===== src/rtl/tcp_slot_reader_if.sv =====
// Handshake and memory-port bundle for the TCP reassembly slot reader.
// The reader attaches through the slave modport; the surrounding system uses master.
interface tcp_slot_reader_if #(
  parameter int STREAM_ADDR_W = 10,
  parameter int SLOT_W        = 2,
  parameter int WORD_W        = 9
);
  logic                                  cmd_valid;
  logic                                  cmd_ready;
  logic [3:0]                            cmd_type;
  logic [15:0]                           cmd_stream_addr;
  logic [7:0]                            cmd_slot;
  logic                                  cmd_dir;
  logic                                  size_rd_en;
  logic [STREAM_ADDR_W+SLOT_W-1:0]       size_rd_addr;
  logic [15:0]                           size_rd_data;
  logic                                  data_rd_en;
  logic [STREAM_ADDR_W+SLOT_W+WORD_W-1:0] data_rd_addr;
  logic [31:0]                           data_rd_data;
  logic                                  out_valid;
  logic                                  out_ready;
  logic [31:0]                           out_data;
  logic                                  out_sop;
  logic                                  out_eop;
  logic                                  out_dir;
  logic                                  slot_free_valid;
  logic [STREAM_ADDR_W+SLOT_W-1:0]       slot_free_addr;
  logic                                  err_cmd;
  logic                                  err_oversize;

  modport slave (
    input  cmd_valid, cmd_type, cmd_stream_addr, cmd_slot, cmd_dir,
    input  size_rd_data, data_rd_data, out_ready,
    output cmd_ready, size_rd_en, size_rd_addr, data_rd_en, data_rd_addr,
    output out_valid, out_data, out_sop, out_eop, out_dir,
    output slot_free_valid, slot_free_addr, err_cmd, err_oversize
  );

  modport master (
    output cmd_valid, cmd_type, cmd_stream_addr, cmd_slot, cmd_dir,
    output size_rd_data, data_rd_data, out_ready,
    input  cmd_ready, size_rd_en, size_rd_addr, data_rd_en, data_rd_addr,
    input  out_valid, out_data, out_sop, out_eop, out_dir,
    input  slot_free_valid, slot_free_addr, err_cmd, err_oversize
  );
endinterface


===== src/rtl/tcp_slot_reader.sv =====
// Streams one stored TCP segment per read_packet command out of slot memory,
// then hands the slot back to the writer.
module tcp_slot_reader #(
  parameter int NUM_SLOTS_PER_STREAM  = 4,
  parameter int MAX_TCP_SEG_LEN_BYTES = 1536,
  parameter int STREAM_ADDR_W         = 10
) (
  input logic              clk,
  input logic              reset_n,
  tcp_slot_reader_if.slave bus
);
  localparam int SLOT_W    = $clog2(NUM_SLOTS_PER_STREAM);
  localparam int MAX_WORDS = MAX_TCP_SEG_LEN_BYTES / 4;
  localparam int WORD_W    = $clog2(MAX_WORDS);

  localparam logic [3:0]      CMD_READ_PACKET = 4'd2;
  localparam logic [7:0]      NUM_SLOTS_B     = 8'(NUM_SLOTS_PER_STREAM);
  localparam logic [15:0]     MAX_WORDS_W16   = 16'(MAX_WORDS);
  localparam logic [WORD_W:0] MAX_LEN         = (WORD_W+1)'(MAX_WORDS);
  localparam logic [WORD_W:0] IDX_ONE         = {{WORD_W{1'b0}}, 1'b1};

  typedef enum logic [2:0] {
    IDLE, SIZE_RD, SIZE_CAP, STREAM, DRAIN, RELEASE
  } state_t;

  state_t                   state_reg;
  logic [STREAM_ADDR_W-1:0] stream_reg;
  logic [SLOT_W-1:0]        slot_reg;
  logic                     dir_reg;
  logic [WORD_W:0]          len_reg;
  logic [WORD_W:0]          word_idx_reg;
  logic [WORD_W:0]          ret_idx_reg;
  logic                     rd_pending_reg;
  logic                     size_rd_en_reg;
  logic                     slot_free_reg;
  logic                     err_cmd_reg;
  logic                     err_oversize_reg;
  logic                     rd_ptr_reg;
  logic                     wr_ptr_reg;
  logic [1:0]               count_reg;

  // FIFO entry layout: {eop, sop, data}
  logic [33:0] fifo_mem [2];
  logic [33:0] in_entry;
  logic [33:0] head;

  logic            cmd_fire, cmd_ok, clamp;
  logic [WORD_W:0] len_next;
  logic            fifo_empty, out_valid, pop, pop_mem, push_mem, rd_issue;
  logic [2:0]      occ;
  logic            unused_ok;

  assign cmd_fire = bus.cmd_valid && (state_reg == IDLE);
  assign cmd_ok   = (bus.cmd_type == CMD_READ_PACKET) && (bus.cmd_slot < NUM_SLOTS_B);
  assign clamp    = bus.size_rd_data > MAX_WORDS_W16;
  assign len_next = clamp ? MAX_LEN : bus.size_rd_data[WORD_W:0];

  // Returning data falls through to the output when the FIFO is empty,
  // so the first word is visible in the cycle its read data arrives.
  assign in_entry   = {(ret_idx_reg + IDX_ONE == len_reg), (ret_idx_reg == '0), bus.data_rd_data};
  assign fifo_empty = (count_reg == 2'd0);
  assign head       = fifo_empty ? in_entry : fifo_mem[rd_ptr_reg];
  assign out_valid  = !fifo_empty || rd_pending_reg;
  assign pop        = out_valid && bus.out_ready;
  assign pop_mem    = pop && !fifo_empty;
  assign push_mem   = rd_pending_reg && !(fifo_empty && pop);

  // Buffered plus in-flight words minus this cycle's pop must leave room for one more.
  assign occ      = {1'b0, count_reg} + {2'b00, rd_pending_reg};
  assign rd_issue = (state_reg == STREAM) && (word_idx_reg < len_reg)
                    && (occ <= ({2'b00, pop} + 3'd1));

  assign bus.cmd_ready       = (state_reg == IDLE);
  assign bus.size_rd_en      = size_rd_en_reg;
  assign bus.size_rd_addr    = {stream_reg, slot_reg};
  assign bus.data_rd_en      = rd_issue;
  assign bus.data_rd_addr    = {stream_reg, slot_reg, word_idx_reg[WORD_W-1:0]};
  assign bus.out_valid       = out_valid;
  assign bus.out_data        = out_valid ? head[31:0] : 32'd0;
  assign bus.out_sop         = out_valid && head[32];
  assign bus.out_eop         = out_valid && head[33];
  assign bus.out_dir         = out_valid && dir_reg;
  assign bus.slot_free_valid = slot_free_reg;
  assign bus.slot_free_addr  = {stream_reg, slot_reg};
  assign bus.err_cmd         = err_cmd_reg;
  assign bus.err_oversize    = err_oversize_reg;

  assign unused_ok = ^bus.cmd_stream_addr[15:STREAM_ADDR_W];

  for (genvar gi = 0; gi < 2; gi++) begin : g_fifo_entry
    logic [33:0] entry_reg;
    always_ff @(posedge clk) begin
      if (push_mem && (wr_ptr_reg == 1'(gi))) begin
        entry_reg <= in_entry;
      end
    end
    assign fifo_mem[gi] = entry_reg;
  end

  always_ff @(posedge clk or negedge reset_n) begin
    if (!reset_n) begin
      state_reg        <= IDLE;
      stream_reg       <= '0;
      slot_reg         <= '0;
      dir_reg          <= 1'b0;
      len_reg          <= '0;
      word_idx_reg     <= '0;
      ret_idx_reg      <= '0;
      rd_pending_reg   <= 1'b0;
      size_rd_en_reg   <= 1'b0;
      slot_free_reg    <= 1'b0;
      err_cmd_reg      <= 1'b0;
      err_oversize_reg <= 1'b0;
      rd_ptr_reg       <= 1'b0;
      wr_ptr_reg       <= 1'b0;
      count_reg        <= 2'd0;
    end else begin
      size_rd_en_reg <= 1'b0;
      slot_free_reg  <= 1'b0;
      err_cmd_reg    <= 1'b0;
      rd_pending_reg <= rd_issue;
      count_reg      <= count_reg + {1'b0, push_mem} - {1'b0, pop_mem};
      if (rd_issue)       word_idx_reg <= word_idx_reg + IDX_ONE;
      if (rd_pending_reg) ret_idx_reg  <= ret_idx_reg + IDX_ONE;
      if (push_mem)       wr_ptr_reg   <= ~wr_ptr_reg;
      if (pop_mem)        rd_ptr_reg   <= ~rd_ptr_reg;

      case (state_reg)
        IDLE: begin
          if (cmd_fire) begin
            if (cmd_ok) begin
              stream_reg     <= bus.cmd_stream_addr[STREAM_ADDR_W-1:0];
              slot_reg       <= bus.cmd_slot[SLOT_W-1:0];
              dir_reg        <= bus.cmd_dir;
              word_idx_reg   <= '0;
              ret_idx_reg    <= '0;
              size_rd_en_reg <= 1'b1;
              state_reg      <= SIZE_RD;
            end else begin
              err_cmd_reg <= 1'b1;
            end
          end
        end
        SIZE_RD: state_reg <= SIZE_CAP;
        SIZE_CAP: begin
          len_reg <= len_next;
          if (clamp) err_oversize_reg <= 1'b1;
          if (len_next == '0) begin
            slot_free_reg <= 1'b1;
            state_reg     <= RELEASE;
          end else begin
            state_reg <= STREAM;
          end
        end
        STREAM: begin
          if (rd_issue && (word_idx_reg + IDX_ONE == len_reg)) state_reg <= DRAIN;
        end
        DRAIN: begin
          if (pop && head[33]) begin
            slot_free_reg <= 1'b1;
            state_reg     <= RELEASE;
          end
        end
        RELEASE: state_reg <= IDLE;
        default: state_reg <= IDLE;
      endcase
    end
  end
endmodule


===== src/flat_wrapper.sv =====
// flat-port wrapper written by rule: the top's interface ports become plain ports
module tcp_slot_reader_flat 
#(
  parameter int NUM_SLOTS_PER_STREAM  = 4,
  parameter int MAX_TCP_SEG_LEN_BYTES = 1536,
  parameter int STREAM_ADDR_W         = 10
)
  (clk, reset_n, bus_cmd_valid, bus_cmd_type, bus_cmd_stream_addr, bus_cmd_slot, bus_cmd_dir, bus_size_rd_data, bus_data_rd_data, bus_out_ready, bus_cmd_ready, bus_size_rd_en, bus_size_rd_addr, bus_data_rd_en, bus_data_rd_addr, bus_out_valid, bus_out_data, bus_out_sop, bus_out_eop, bus_out_dir, bus_slot_free_valid, bus_slot_free_addr, bus_err_cmd, bus_err_oversize);
  tcp_slot_reader_if #(.STREAM_ADDR_W(STREAM_ADDR_W), .SLOT_W((2)), .WORD_W((9))) bus_i ();
  input logic clk;
  input logic reset_n;
  input wire logic [$bits(bus_i.cmd_valid)-1:0] bus_cmd_valid;
  input wire logic [$bits(bus_i.cmd_type)-1:0] bus_cmd_type;
  input wire logic [$bits(bus_i.cmd_stream_addr)-1:0] bus_cmd_stream_addr;
  input wire logic [$bits(bus_i.cmd_slot)-1:0] bus_cmd_slot;
  input wire logic [$bits(bus_i.cmd_dir)-1:0] bus_cmd_dir;
  input wire logic [$bits(bus_i.size_rd_data)-1:0] bus_size_rd_data;
  input wire logic [$bits(bus_i.data_rd_data)-1:0] bus_data_rd_data;
  input wire logic [$bits(bus_i.out_ready)-1:0] bus_out_ready;
  output wire logic [$bits(bus_i.cmd_ready)-1:0] bus_cmd_ready;
  output wire logic [$bits(bus_i.size_rd_en)-1:0] bus_size_rd_en;
  output wire logic [$bits(bus_i.size_rd_addr)-1:0] bus_size_rd_addr;
  output wire logic [$bits(bus_i.data_rd_en)-1:0] bus_data_rd_en;
  output wire logic [$bits(bus_i.data_rd_addr)-1:0] bus_data_rd_addr;
  output wire logic [$bits(bus_i.out_valid)-1:0] bus_out_valid;
  output wire logic [$bits(bus_i.out_data)-1:0] bus_out_data;
  output wire logic [$bits(bus_i.out_sop)-1:0] bus_out_sop;
  output wire logic [$bits(bus_i.out_eop)-1:0] bus_out_eop;
  output wire logic [$bits(bus_i.out_dir)-1:0] bus_out_dir;
  output wire logic [$bits(bus_i.slot_free_valid)-1:0] bus_slot_free_valid;
  output wire logic [$bits(bus_i.slot_free_addr)-1:0] bus_slot_free_addr;
  output wire logic [$bits(bus_i.err_cmd)-1:0] bus_err_cmd;
  output wire logic [$bits(bus_i.err_oversize)-1:0] bus_err_oversize;
  assign bus_i.cmd_valid = bus_cmd_valid;
  assign bus_i.cmd_type = bus_cmd_type;
  assign bus_i.cmd_stream_addr = bus_cmd_stream_addr;
  assign bus_i.cmd_slot = bus_cmd_slot;
  assign bus_i.cmd_dir = bus_cmd_dir;
  assign bus_i.size_rd_data = bus_size_rd_data;
  assign bus_i.data_rd_data = bus_data_rd_data;
  assign bus_i.out_ready = bus_out_ready;
  assign bus_cmd_ready = bus_i.cmd_ready;
  assign bus_size_rd_en = bus_i.size_rd_en;
  assign bus_size_rd_addr = bus_i.size_rd_addr;
  assign bus_data_rd_en = bus_i.data_rd_en;
  assign bus_data_rd_addr = bus_i.data_rd_addr;
  assign bus_out_valid = bus_i.out_valid;
  assign bus_out_data = bus_i.out_data;
  assign bus_out_sop = bus_i.out_sop;
  assign bus_out_eop = bus_i.out_eop;
  assign bus_out_dir = bus_i.out_dir;
  assign bus_slot_free_valid = bus_i.slot_free_valid;
  assign bus_slot_free_addr = bus_i.slot_free_addr;
  assign bus_err_cmd = bus_i.err_cmd;
  assign bus_err_oversize = bus_i.err_oversize;
  tcp_slot_reader #(.NUM_SLOTS_PER_STREAM(NUM_SLOTS_PER_STREAM), .MAX_TCP_SEG_LEN_BYTES(MAX_TCP_SEG_LEN_BYTES), .STREAM_ADDR_W(STREAM_ADDR_W)) u_core (.clk(clk), .reset_n(reset_n), .bus(bus_i));
endmodule

===== config.mk =====
export PLATFORM = sky130hd
export DESIGN_NAME = tcp_slot_reader_flat
export DESIGN_NICKNAME = d
export VERILOG_FILES = /design/src/rtl/tcp_slot_reader_if.sv /design/src/rtl/tcp_slot_reader.sv /design/src/flat_wrapper.sv
export SDC_FILE = /design/constraint.sdc
export NUM_CORES = 1
export LEC_CHECK = 0
export BUFFER_PORTS_ARGS = -buffer_cell sky130_fd_sc_hd__buf_2
export CORE_UTILIZATION = 55
export CTS_BUF_LIST = sky130_fd_sc_hd__clkbuf_4
export DETAILED_ROUTE_END_ITERATION = 10
export PLACE_DENSITY = 0.84
export RECOVER_POWER = 25
export SYNTH_ARGS = -nofsm -noshare
export SYNTH_HDL_FRONTEND = slang
export SYNTH_SLANG_ARGS = --single-unit

===== constraint.sdc =====
create_clock -name clk -period 3.74 [get_ports clk]
set_input_delay 0.748 -clock clk [delete_from_list [all_inputs] [get_ports clk]]
set_output_delay 0.748 -clock clk [all_outputs]
set_load 0.05 [all_outputs]

======== After elaboration in Yosys (flattened, before gate mapping) ========
Cells that the tools add are included.
storage, ports and cells
  flip-flop bits (word level) ............. 123
  output and inout port bits .............. 87
  word-level logic and storage cells ...... 96
  input bits .............................. 81
operators by class
  eq/ne operators ......................... 11
  add/sub/neg operators ................... 6
  reduce and logical (&&, ||, !) cells .... 25
  order comparisons ....................... 5
  multiplexer cells ....................... 29
  bitwise gates (word level) .............. 3
operators by type and width
  kind                                                             count
  two-way mux 34 bit                                               4
  two-way mux 10 bit                                               9
  two-way mux 32 bit                                               1
  adder 10 x 1 -> 10 bit (second input constant)                   2
  == test 10 bit                                                   2
  logical NOT 10 bit                                               2
  greater-than comparator 16 x 9 -> 1 bit (second input constant)  1
  logical AND 1 bit                                                15
  two-way mux 3 bit                                                5
  case mux 3 bit (5 select lines)                                  1
  < comparator 10 bit                                              1
  < comparator 8 x 3 -> 1 bit (second input constant)              1
  two-way mux 1 bit                                                8
  == test 3 x 2 -> 1 bit (second input constant)                   2
  inequality test 2 x 1 -> 1 bit (second input constant)           3
  == test 4 x 2 -> 1 bit (second input constant)                   1
  AND reduction 4 bit                                              1
  adder 2 x 1 -> 3 bit                                             1
  == test 3 x 1 -> 1 bit (second input constant)                   1
  == test 3 bit (second input constant)                            1
  <= comparator 3 bit                                              1
  logical NOT 3 bit                                                1
  AND reduction 3 bit                                              1
  adder 1 x 1 -> 2 bit (second input constant)                     1
  11 further kinds                                                 13

======== Logic depth before layout (Yosys ltp) ========
Gate-level depths: netlist of run 1.
  depth after elaboration ................. 11
  gate-level depth with buffers ........... 12
  gate-level depth less buffers ........... 10

======== Least setup slack after synthesis of run 1 ========
Ideal clock, no wire load.
  path type ............................... reg2out
  start point ............................. register u_core.rd_pending_reg
  end point ............................... output bus_data_rd_en
  required time ........................... 2.992 ns
  arrival ................................. 3.058 ns
  path buffers ............................ 2
  setup slack ............................. -0.066 ns
  stages on the path, launching flop included .. 12
  cells stage by stage .................... dfrtp_1 > clkbuf_1 > or3_1 > nand2_1 > inv_1 > fa_1 > o31a_1 > a21oi_1 > a2111oi_4 > o21ai_2 > clkbuf_1 > inv_1
between the ends
  longest elaborated chain between the ends .. 5
  elaborated cells between the ends (all ways) .. 6
  those cells by class .................... 2 x add/sub; 1 x order compare; 3 x reduce/logical
ends and longest elaborated chain
  what                    line                    RTL
  from (decl)             tcp_slot_reader.sv:33   logic rd_pending_reg;
  from (signal assigned)  tcp_slot_reader.sv:121  rd_pending_reg <= rd_issue;
  logical OR 1 bit        tcp_slot_reader.sv:63   assign out_valid = !fifo_empty || rd_pending_reg;
  net bus_out_valid       flat_wrapper.sv:25      output wire logic [$bits(bus_i.out_valid)-1:0] bus_out_valid;
  logical AND 1 bit       tcp_slot_reader.sv:64   assign pop = out_valid && bus.out_ready;
  adder 1 x 1 -> 2 bit    tcp_slot_reader.sv:71   && (occ <= ({2'b00, pop} + 3'd1));
  <= comparator 3 bit     tcp_slot_reader.sv:71
  logical AND 1 bit       tcp_slot_reader.sv:71
  to (decl)               flat_wrapper.sv:23      output wire logic [$bits(bus_i.data_rd_en)-1:0] bus_data_rd_en;
The timed path passes the listed nets, and every way through them passes these cells.

======== Worst setup path after layout of run 1 ========
  start point ............................. register u_core.count_reg[1]
  end point ............................... output bus_data_rd_en
between the ends
  longest elaborated chain between the ends .. 7
  elaborated cells between the ends (all ways) .. 8
  those cells by class .................... 2 x add/sub; 1 x order compare; 5 x reduce/logical
ends and longest elaborated chain
  what                    line                    RTL
  from (decl)             tcp_slot_reader.sv:40   logic [1:0] count_reg;
  from (signal assigned)  tcp_slot_reader.sv:122  count_reg <= count_reg + {1'b0, push_mem} - {1'b0, pop_mem};
  logical NOT 2 bit       tcp_slot_reader.sv:61   assign fifo_empty = (count_reg == 2'd0);
  logical NOT 1 bit       tcp_slot_reader.sv:63
  logical OR 1 bit        tcp_slot_reader.sv:63
  logical AND 1 bit       tcp_slot_reader.sv:64
  adder 1 x 1 -> 2 bit    tcp_slot_reader.sv:71
  <= comparator 3 bit *   tcp_slot_reader.sv:71
  logical AND 1 bit *     tcp_slot_reader.sv:71
Mark *: on every way between the ends. The rest lies on a longest branch, timed or not.

==> metrics.yaml, run 1 <==
finish:
  antenna_cells: 0
  syn_to_final_growth_pct: 15.9
  n_fill_cell: 874
  multi_input_area_mm2: 0.00254
  largest_reg_flops: 68
  fin_cells: 843
  drive_above_1_share: 0.282
  register_area_mm2: 0.00342
  nets: 790
  stdcell_area_mm2: 0.00740
placement:
  dp_cells: 809
  dpl.hpwl_mm: 9.88
  dp_slack_ps: 382
  port_buffers: 161
  place_congestion: 0.863
  placed_area_mm2: 0.00708
floorplan:
  core_area_mm2: 0.0111
  die-area_mm2: 0.0120
  die_x_um: 110
  fp-row-count: 38
  start_util: 0.576
  io_pins: 168
  die_height_um: 110
route:
  first_iter_violations: 281
  met1_length_mm: 5.72
  drc: 0
  num_vias: 4811
  top_layer_used: "met4"
  routed_wl_mm: 14.0
  wl_met2_mm: 6.88
  drtAntennaViolNets: 0
  wl_per_cell_um: 16.6
  routed-wl-met3_mm: 1.04
  vias_per_cell: 5.71
  drt_pre_antenna_iters: 5
clock_tree:
  clk_pin_slew_ps: 120
  clock_sinks: 123
  root_buffer: "clkbuf_4"
  cts_tree: "done"
  hold_buffers: 0
  cts_buffers: 17
  insertion_delay_ps: 490
  cts_max_level: 4
  cts.path.max_buffers: 2
logic_synthesis:
  synth_top_family_by_area: "simple AND/OR/NAND/NOR gates"
  synth_compound_area_frac: 0.100
  synthTopCellsByArea: "edfxtp_1 32%, dfrtp_1 22%, mux2i_1 5.8%"
  synthFlopType: "edfxtp_1"
  synth_mux_area_frac: 0.0809
  post_synth_and_or_nand_nor_area_fraction: 0.121
  synth_top_area_cell: "edfxtp_1"
  async_reset_ff_frac: 0.447
  yosysWarnings: 0
  ys_seq_area_frac: 0.535
  synth_common_cells: "68 x edfxtp_1, 55 x dfrtp_1, 43 x nand3_1"
  synth_fp_nets: 662
  ys_ff_latch: 123
  synth_top_area_frac: 0.320
  synth_area_per_cell_um2: 11.4
  synthCells: 562
  synth-edff-count: 68
  synthAdderAreaFrac: 0.0384
  synth_most_common_cell: "edfxtp_1"
  syn_area_mm2: 0.00638
  synth-xor-area-share: 0.0535
  ys_types: 55
pwr:
  cellPowerDensity_mw_per_mm2: 904
  comb_power_share: 0.516
  vdd_drop_max_uv: 691
  power.share.sequential: 0.329
  clockPowerShare: 0.155
  p_sw_w: 0.00326
  swShare: 0.488
  internal-power_w: 0.00343
  p_leak_nw: 3.23
timing:
  final.min_clock_period_ps: 3570
  fin_crit_sh: 0.955
  fin_skew_ps: 18.5
  holdWs_ps: 442
  fmax_mhz: 280
  rsz0062_at_grt: "true"
  max_slew_margin: -0.394
  drv_slew: 39
  fin_ws_ps: 169
  setup_viol: 0
  tightest_slew_ps: 2090
  hold_viol: 0
worst_setup_path:
  crit_path_cell_trace: "or3_4 > nand2_1 > inv_1 > fa_1 > o31a_1 > a21oi_1 > a2111oi_4 > o21ai_2 > inv_2 > buf_6"
  crit_slowest_cell: "fa_1"
  cp.required_ps: 2990
  cpLargestDelayFamily: "compound AO/OA/AOI/OAI gates"
  slowest_delay_ps: 530
  startpoint_type: "flip-flop"
  worstPathMaxFanout: 3
  crit_arrival_ps: 2820
  critPathKind: "flip-flop to output pin"
  crit_path_end_kind: "output pin"
  cp_num_buf_inv: 3
outcome:
  outcome: "finished, violations left"
  violations: "capacitance limit, slew limit"
global_routing:
  grt_usage: 0.239
  antenna_found_initial: 0
  gr-total-overflow: 0
  first_global_vias: 4641
  grt_pass1_wl_mm: 21.7
  grt_max_degree: 68
hold_path:
  hold_class: "primary input to flip-flop"
flow_run:
  maxCapViolations: 1
[metal layers]
layer	vias up	track usage
li1	2274	-
met2	233	0.404
met5	-	0
met3	36	0.0652
met1	2268	0.290
met4	0	0.0933
[worst reg2reg max path, cell delays in order, from the launching register on]
cell       delay [ps]
dfrtp_2           430
or3_4             400
nand2_1           100
inv_1              60
fa_1              530
o31a_1            130
a21oi_1            60
a2111oi_4         260
o21ai_2           120
buf_4             210
or4_1             510
a21oi_1           160
[cell type report]
cell class                      instances  area share
Clock buffer                           17      0.0172
Clock inverter                         15      0.0267
Inverter                               24      0.0122
Multi-Input combinational cell        353       0.343
Sequential cell                       123       0.462
Tap cell                              140      0.0237
Timing Repair Buffer                  171       0.115
[final timing paths]
check,cells past startpoint,slack [ps],startpoint,to
setup reg to reg,11,710,u_core.count_reg[1],u_core.word_idx_reg[8]
setup / recovery,10,170,u_core.count_reg[1],bus_data_rd_en
hold / removal,1,440,bus_data_rd_data[18],u_core.g_fifo_entry[0].entry_reg[18]
min in group asynchronous,1,830,reset_n,u_core.word_idx_reg[4]
max in group asynchronous,1,1560,reset_n,u_core.rd_ptr_reg
hold reg to reg,1,490,u_core.bus.err_oversize,u_core.bus.err_oversize
[kinds of logic after synthesis]
kind of cell / after synthesis
buffers and inverters: 86
adders and majority gates: 19
AOI/OAI and AO/OA: 95
xor gates and xnor gates: 39
and+or+nand+nor: 150
muxes: 50
DFF: 123
[power by group through the flow]
stage / clock network (W) / registers (W) / logic [W]
6_report: 0.00104 / 0.00220 / 0.00345
5_1_grt: 0.00112 / 0.00224 / 0.00372
4_1_cts: 0.00106 / 0.00219 / 0.00345
3_5_place_dp: 0 / 0.00223 / 0.00339
3_3_place_gp: 0 / 0.00219 / 0.00329
2_1_floorplan: 0 / 0.00204 / 0.00280
[metrics by stage]
stage                     total power (W)  TNS (ps)   util
after CTS                         0.00670         0  0.670
final                             0.00669         0  0.668
after detailed placement          0.00562         0  0.639
after global routing              0.00708     -42.6  0.668
after global placement            0.00548         0  0.639
after floorplan                   0.00484         0      -
[repair_timing]
action                                  4_1_cts  5_1_grt
resized for setup                             2        5
cloned                                        0        0
endpoints found under the setup margin        1        1
pin swaps                                     1        0
buffers inserted                              2        0
[layout by cell type (no fill, tap or decap), types with 4 or more instances in the layout]
master | Yosys | layout
nor4_1 | 7 | 7
nand2b_1 | 4 | 4
nor3_1 | 15 | 15
buf_2 | 5 | 128
a31oi_1 | 4 | 4
clkbuf_1 | 20 | 32
bufinv_16 | 0 | 4
xor2_1 | 15 | 15
a21oi_1 | 12 | 12
inv_1 | 24 | 23
nand4_1 | 7 | 7
nand2_1 | 16 | 16
mux2_2 | 13 | 13
clkbuf_4 | 0 | 17
o21a_1 | 6 | 6
clkinv_4 | 0 | 4
mux2i_1 | 37 | 37
nor2_1 | 30 | 28
a22o_1 | 7 | 7
or3_1 | 7 | 6
ha_1 | 18 | 18
buf_4 | 33 | 9
dfrtp_1 | 55 | 53
and2_1 | 5 | 5
o21ai_0 | 37 | 37
edfxtp_1 | 68 | 68
nand3_1 | 43 | 43
xnor2_1 | 24 | 24
Power figures use the tool's default switching activity.
==> run 2, diff against run 1 <==
--- a/config.mk
+++ b/config.mk
@@ -8,6 +8,7 @@
 export BUFFER_PORTS_ARGS = -buffer_cell sky130_fd_sc_hd__buf_2
 export CORE_UTILIZATION = 55
 export CTS_BUF_LIST = sky130_fd_sc_hd__clkbuf_4
+export CTS_CLUSTER_DIAMETER = 30
 export DETAILED_ROUTE_END_ITERATION = 10
 export PLACE_DENSITY = 0.84
 export RECOVER_POWER = 25
==> constraint.sdc (replaced) <==
create_clock -name clk -period 3.74 [get_ports clk]
set_input_delay 0 -clock clk [delete_from_list [all_inputs] [get_ports clk]]
set_output_delay 0 -clock clk [all_outputs]
set_load 0.05 [all_outputs]
==> metrics.yaml, run 2 (synthesis results as in run 1) <==
clock_tree:
  post_cts_buffers: 0  # was 2
  cts_tree: "done"  # unchanged
  insertion_delay_ps: 500  # was 490 ps
  clock_sinks: 123  # unchanged
  cts_buffers: 17  # unchanged
  hold_buffers: 69  # was 0
  root_buffer: "clkbuf_4"  # unchanged
  clk_pin_slew_ps: 120  # about the same
  cts_max_level: 4  # unchanged
  cts.path.max_buffers: 2  # unchanged
  cts-resized-gates: 0  # was 2
placement:
  dpl.hpwl_mm: 9.58  # was 9.88 mm
  place_congestion: 0.866  # was 0.863
  dp_slack_ps: 533  # was 382 ps
  dp_cells: 807  # was 809
  port_buffers: 161  # unchanged
hold_path:
  hold_class: "primary input to flip-flop"  # unchanged
  hold_depth: 4  # was 1
worst_setup_path:
  crit_path_end_kind: "output pin"  # unchanged
  worstPathMaxFanout: 17  # was 3
  r2r_cells: 10  # was 11
  critPathKind: "flip-flop to output pin"  # unchanged
  cp.required_ps: 3740  # was 2990 ps
  crit_arrival_ps: 3370  # was 2820 ps
  startpoint_type: "flip-flop"  # unchanged
floorplan:
  die_x_um: 110  # unchanged
  io_pins: 168  # unchanged
  die_height_um: 110  # unchanged
  core_area_mm2: 0.0111  # unchanged
  start_util: 0.576  # unchanged
  fp-row-count: 38  # unchanged
  die-area_mm2: 0.0120  # unchanged
outcome:
  outcome: "finished, violations left"  # unchanged
  violations: "capacitance limit, slew limit"  # unchanged
finish:
  nets: 855  # was 790
  final_cell_mix: "129 x buf_2, 69 x dlygate4sd3_1, 68 x edfxtp_1"  # was 128 x buf_2, 68 x edfxtp_1, 53 x dfrtp_1
  drive_above_1_share: 0.245  # was 0.282
  fin_cells: 909  # was 843
  syn_to_final_growth_pct: 25.0  # was 15.9%
  layout_commonest_cell: "buf_2"  # unchanged
  largest_reg_flops: 68  # unchanged
  n_fill_cell: 765  # was 874
route:
  drc: 0  # unchanged
  num_vias: 5075  # was 4811
  vias_per_cell: 5.58  # was 5.71
  drtAntennaViolNets: 0  # unchanged
  routed_wl_mm: 15.1  # was 14.0 mm
  drt_pre_antenna_iters: 5  # unchanged
  first_iter_violations: 329  # was 281
  wl_per_cell_um: 16.6  # about the same
timing:
  setup_tns_ps: 0  # unchanged
  rsz0062_at_grt: "false"  # was true
  setup_viol: 0  # unchanged
  fin_ws_ps: 373  # was 169 ps
  hold_viol: 0  # unchanged
  final.min_clock_period_ps: 3370  # was 3570 ps
  fmax_mhz: 297  # was 280 MHz
  fin_skew_ps: 24.3  # was 18.5 ps
  drv_slew: 36  # was 39
  max_slew_margin: -0.257  # was -0.394
  fin_crit_sh: 0.900  # was 0.955
  tightest_slew_ps: 1890  # was 2090 ps
pwr:
  p_sw_w: 0.00322  # was 0.00326 W
  internal-power_w: 0.00325  # was 0.00343 W
  swShare: 0.498  # was 0.488
  p_total_w: 0.00647  # was 0.00669 W
  vdd_drop_max_uv: 644  # was 691 uV
  comb_power_share: 0.532  # was 0.516
  power.share.sequential: 0.332  # was 0.329
  cellPowerDensity_mw_per_mm2: 811  # was 904 mW/mm^2
  p_leak_nw: 3.47  # was 3.23 nW
  clockPowerShare: 0.136  # was 0.155
global_routing:
  antenna_found_initial: 1  # was 0
  grt_pass1_wl_mm: 23.7  # was 21.7 mm
  grt_max_degree: 69  # was 68
  first_global_vias: 5082  # was 4641
  grt_usage: 0.262  # was 0.239
  gr-total-overflow: 0  # unchanged
flow_run:
  maxCapViolations: 1  # unchanged
-- run 2: cell types whose count changed in the layout (fill, tap and decap cells not counted), sizes merged --
cell         change
bufinv           -2
clkinvlp         +1
diode            +1
buf              -5
clkbuf           +2
dlygate4sd3     +69
-- run 2: area by class of cell --
class,instances,area [um^2],area share
antenna,1,2.50,0.000314
clock buffer,18,135,0.0169
clock inverter,14,128,0.0160
inverter,24,90.1,0.0113
multi-input combinational,353,2530,0.317
sequential,123,3420,0.429
tap,140,175,0.0220
timing repair buffer,236,1500,0.188
-- run 2: stage by stage --
stage,utilization,hold slack [ps],instance area [um^2]
after floorplan,-,-296,6380
after global placement,0.638,-24.6,7070
after detailed placement,0.638,-20.9,7070
after CTS,0.724,7.26,8020
after global routing,0.720,54.6,7980
final,0.720,56.6,7980
-- run 2: critical path, stage by stage, from the launching register on --
cell	delay (ps)
dfrtp_1	470
or3_1	440
nand2_1	110
inv_1	60
fa_1	530
o31a_1	120
a21oi_1	60
a2111oi_4	370
o21ai_2	290
inv_1	140
buf_2	270
-- run 2: power groups by stage --
stage	Combinational (W)	Clock (W)	Sequential, W
final	0.00344	0.000880	0.00215
after global routing	0.00373	0.000968	0.00219
after CTS	0.00346	0.000895	0.00215
after detailed placement	0.00340	0	0.00217
after global placement	0.00330	0	0.00215
after floorplan	0.00279	0	0.00204
-- run 2: routing by layer --
metal / vias to the layer above / routed length (um) / GRT usage
met1: 2397 / 6030 / 0.303
met2: 238 / 7550 / 0.452
met5: - / 0 / 0
met3: 36 / 1080 / 0.0717
li1: 2404 / - / -
met4: 0 / 401 / 0.119
-- run 2: path summary, 6_finish.rpt --
| kind | from | end | slack (ps) |
|---|---|---|---|
| hold reg to reg | u_core.bus.err_oversize | u_core.bus.err_oversize | 490 |
| max in group asynchronous | reset_n | u_core.rd_ptr_reg | 1870 |
| setup reg to reg | u_core.count_reg[1] | u_core.word_idx_reg[8] | 500 |
| min in group asynchronous | reset_n | u_core.word_idx_reg[3] | 640 |
| hold / removal | bus_cmd_slot[5] | u_core.word_idx_reg[5] | 60 |
| setup / recovery | u_core.count_reg[1] | bus_data_rd_en | 370 |
==> run 3, diff against run 2 <==
--- a/config.mk
+++ b/config.mk
@@ -5,7 +5,7 @@
 export SDC_FILE = /design/constraint.sdc
 export NUM_CORES = 1
 export LEC_CHECK = 0
-export BUFFER_PORTS_ARGS = -buffer_cell sky130_fd_sc_hd__buf_2
+export BUFFER_PORTS_ARGS = -buffer_cell sky130_fd_sc_hd__clkbuf_2
 export CORE_UTILIZATION = 55
 export CTS_BUF_LIST = sky130_fd_sc_hd__clkbuf_4
 export CTS_CLUSTER_DIAMETER = 30
==> metrics.yaml, run 3 (synthesis results as in run 1) <==
route:
  met1_length_mm: 6.11  # was 6.03 mm
  routed_wl_mm: 15.7  # was 15.1 mm
  vias_per_cell: 5.73  # was 5.58
  routed-wl-met3_mm: 1.06  # was 1.08 mm
  drtAntennaViolNets: 0  # unchanged
  wl_met2_mm: 8.05  # was 7.55 mm
  num_vias: 5196  # was 5075
  first_iter_violations: 404  # was 329
  drc: 0  # unchanged
  wl_per_cell_um: 17.3  # was 16.6 um
  drt_pre_antenna_iters: 5  # unchanged
  top_layer_used: "met4"  # unchanged
clock_tree:
  root_buffer: "clkbuf_4"  # unchanged
  clock_sinks: 123  # unchanged
  cts_tree: "done"  # unchanged
  insertion_delay_ps: 510  # was 500 ps
  cts.path.max_buffers: 2  # unchanged
  clk_pin_slew_ps: 120  # about the same
  cts_buffers: 17  # unchanged
  post_cts_buffers: 0  # unchanged
  cts_max_level: 4  # unchanged
floorplan:
  io_pins: 168  # unchanged
  start_util: 0.576  # unchanged
  die-area_mm2: 0.0120  # unchanged
  fp-row-count: 38  # unchanged
  core_area_mm2: 0.0111  # unchanged
  die_x_um: 110  # unchanged
  die_height_um: 110  # unchanged
global_routing:
  antenna_found_initial: 0  # was 1
  gr-total-overflow: 0  # unchanged
  first_global_vias: 5266  # was 5082
  grt_usage: 0.279  # was 0.262
  grt_max_degree: 69  # unchanged
  grt_pass1_wl_mm: 25.4  # was 23.7 mm
placement:
  place_congestion: 0.851  # was 0.866
  port_buffers: 161  # unchanged
  dpl.hpwl_mm: 9.66  # was 9.58 mm
timing:
  max_slew_margin: -0.0716  # was -0.257
  final.min_clock_period_ps: 3350  # was 3370 ps
  tightest_slew_ps: 1610  # was 1890 ps
  drv_slew: 30  # was 36
  fin_skew_ps: 20.2  # was 24.3 ps
  fmax_mhz: 298  # was 297 MHz
  rsz0062_at_grt: "false"  # unchanged
  fin_crit_sh: 0.897  # was 0.900
  hold_viol: 0  # unchanged
  setup_viol: 0  # unchanged
  setup_tns_ps: 0  # unchanged
finish:
  drive_above_1_share: 0.245  # about the same
  layout_commonest_cell: "clkbuf_2"  # was buf_2
  antenna_cells: 0  # was 1
  final_cell_mix: "128 x clkbuf_2, 68 x dlygate4sd3_1, 68 x edfxtp_1"  # was 129 x buf_2, 69 x dlygate4sd3_1, 68 x edfxtp_1
  syn_to_final_growth_pct: 25.4  # was 25.0%
  largest_reg_flops: 68  # unchanged
  nets: 854  # was 855
worst_setup_path:
  crit_arrival_ps: 3350  # was 3370 ps
  worstPathMaxFanout: 17  # unchanged
  critPathKind: "flip-flop to output pin"  # unchanged
  cp.required_ps: 3740  # about the same
  startpoint_type: "flip-flop"  # unchanged
  crit_path_end_kind: "output pin"  # unchanged
flow_run:
  maxCapViolations: 1  # unchanged
pwr:
  p_leak_nw: 3.45  # was 3.47 nW
  cellPowerDensity_mw_per_mm2: 823  # was 811 mW/mm^2
  vdd_drop_max_uv: 699  # was 644 uV
  p_total_w: 0.00659  # was 0.00647 W
hold_path:
  hold_class: "primary input to flip-flop"  # unchanged
outcome:
  violations: "capacitance limit, slew limit"  # unchanged
  outcome: "finished, violations left"  # unchanged
-- run 3: what timing repair did --
item                       4_1_cts  5_1_grt
gates resized for setup          0        0
setup endpoints to repair        0        0
hold buffers                    68        0
hold endpoints to repair       121        0
-- run 3: path summary, 6_finish.rpt --
path	from	to	slack (ps)	cells past startpoint
worst max-delay path	u_core.count_reg[1]	bus_data_rd_en	390	10
worst min register to register	u_core.bus.err_oversize	u_core.bus.err_oversize	490	1
worst max register to register	u_core.count_reg[1]	u_core.word_idx_reg[8]	540	10
min in group asynchronous	reset_n	u_core.word_idx_reg[7]	410	2
max in group asynchronous	reset_n	u_core.rd_ptr_reg	2160	3
worst min-delay path	bus_cmd_slot[4]	u_core.word_idx_reg[4]	70	4
-- run 3: final cells by class --
| type | count | area (um^2) |
|---|---|---|
| clock buffers | 17 | 128 |
| multi-input cells | 353 | 2530 |
| inverters | 24 | 90.1 |
| fillers | 777 | 3070 |
| repair buffers | 235 | 1490 |
| well taps | 140 | 175 |
| clock inverters | 15 | 175 |
| flip-flops and latches | 123 | 3420 |
-- run 3: metrics by stage --
| stage | area [um^2] | utilization | hold WS (ps) | std cells | setup WS, ps |
|---|---|---|---|---|---|
| CTS | 8050 | 0.727 | 13.1 | 907 | 335 |
| global placement | 7070 | 0.638 | 94.3 | 807 | 639 |
| floorplan | 6380 | - | -296 | 562 | 487 |
| detailed placement | 7070 | 0.638 | 93.2 | 807 | 543 |
| global route | 8010 | 0.723 | 32.5 | 907 | 98.6 |
| finish | 8010 | 0.723 | 69.1 | 907 | 385 |
-- run 3: worst max-delay path, stage by stage (launching register included) --
cell,delay (ps)
dfrtp_1,480
or3_1,440
nand2_1,110
inv_1,60
fa_1,530
o31a_1,120
a21oi_1,60
a2111oi_4,350
o21ai_2,280
inv_1,150
clkbuf_2,290
-- run 3: metal layers --
layer  global-route usage  up-vias
met5                    0        -
met3               0.0705       45
li1                     -     2406
met2                0.497      252
met4                0.110        0
met1                0.319     2493
-- run 3: power breakdown --
| group | internal [W] | switching (W) |
|---|---|---|
| registers | 0.00187 | 0.000285 |
| logic | 0.000979 | 0.00248 |
| clock network | 0.000463 | 0.000509 |
| total | 0.00331 | 0.00328 |
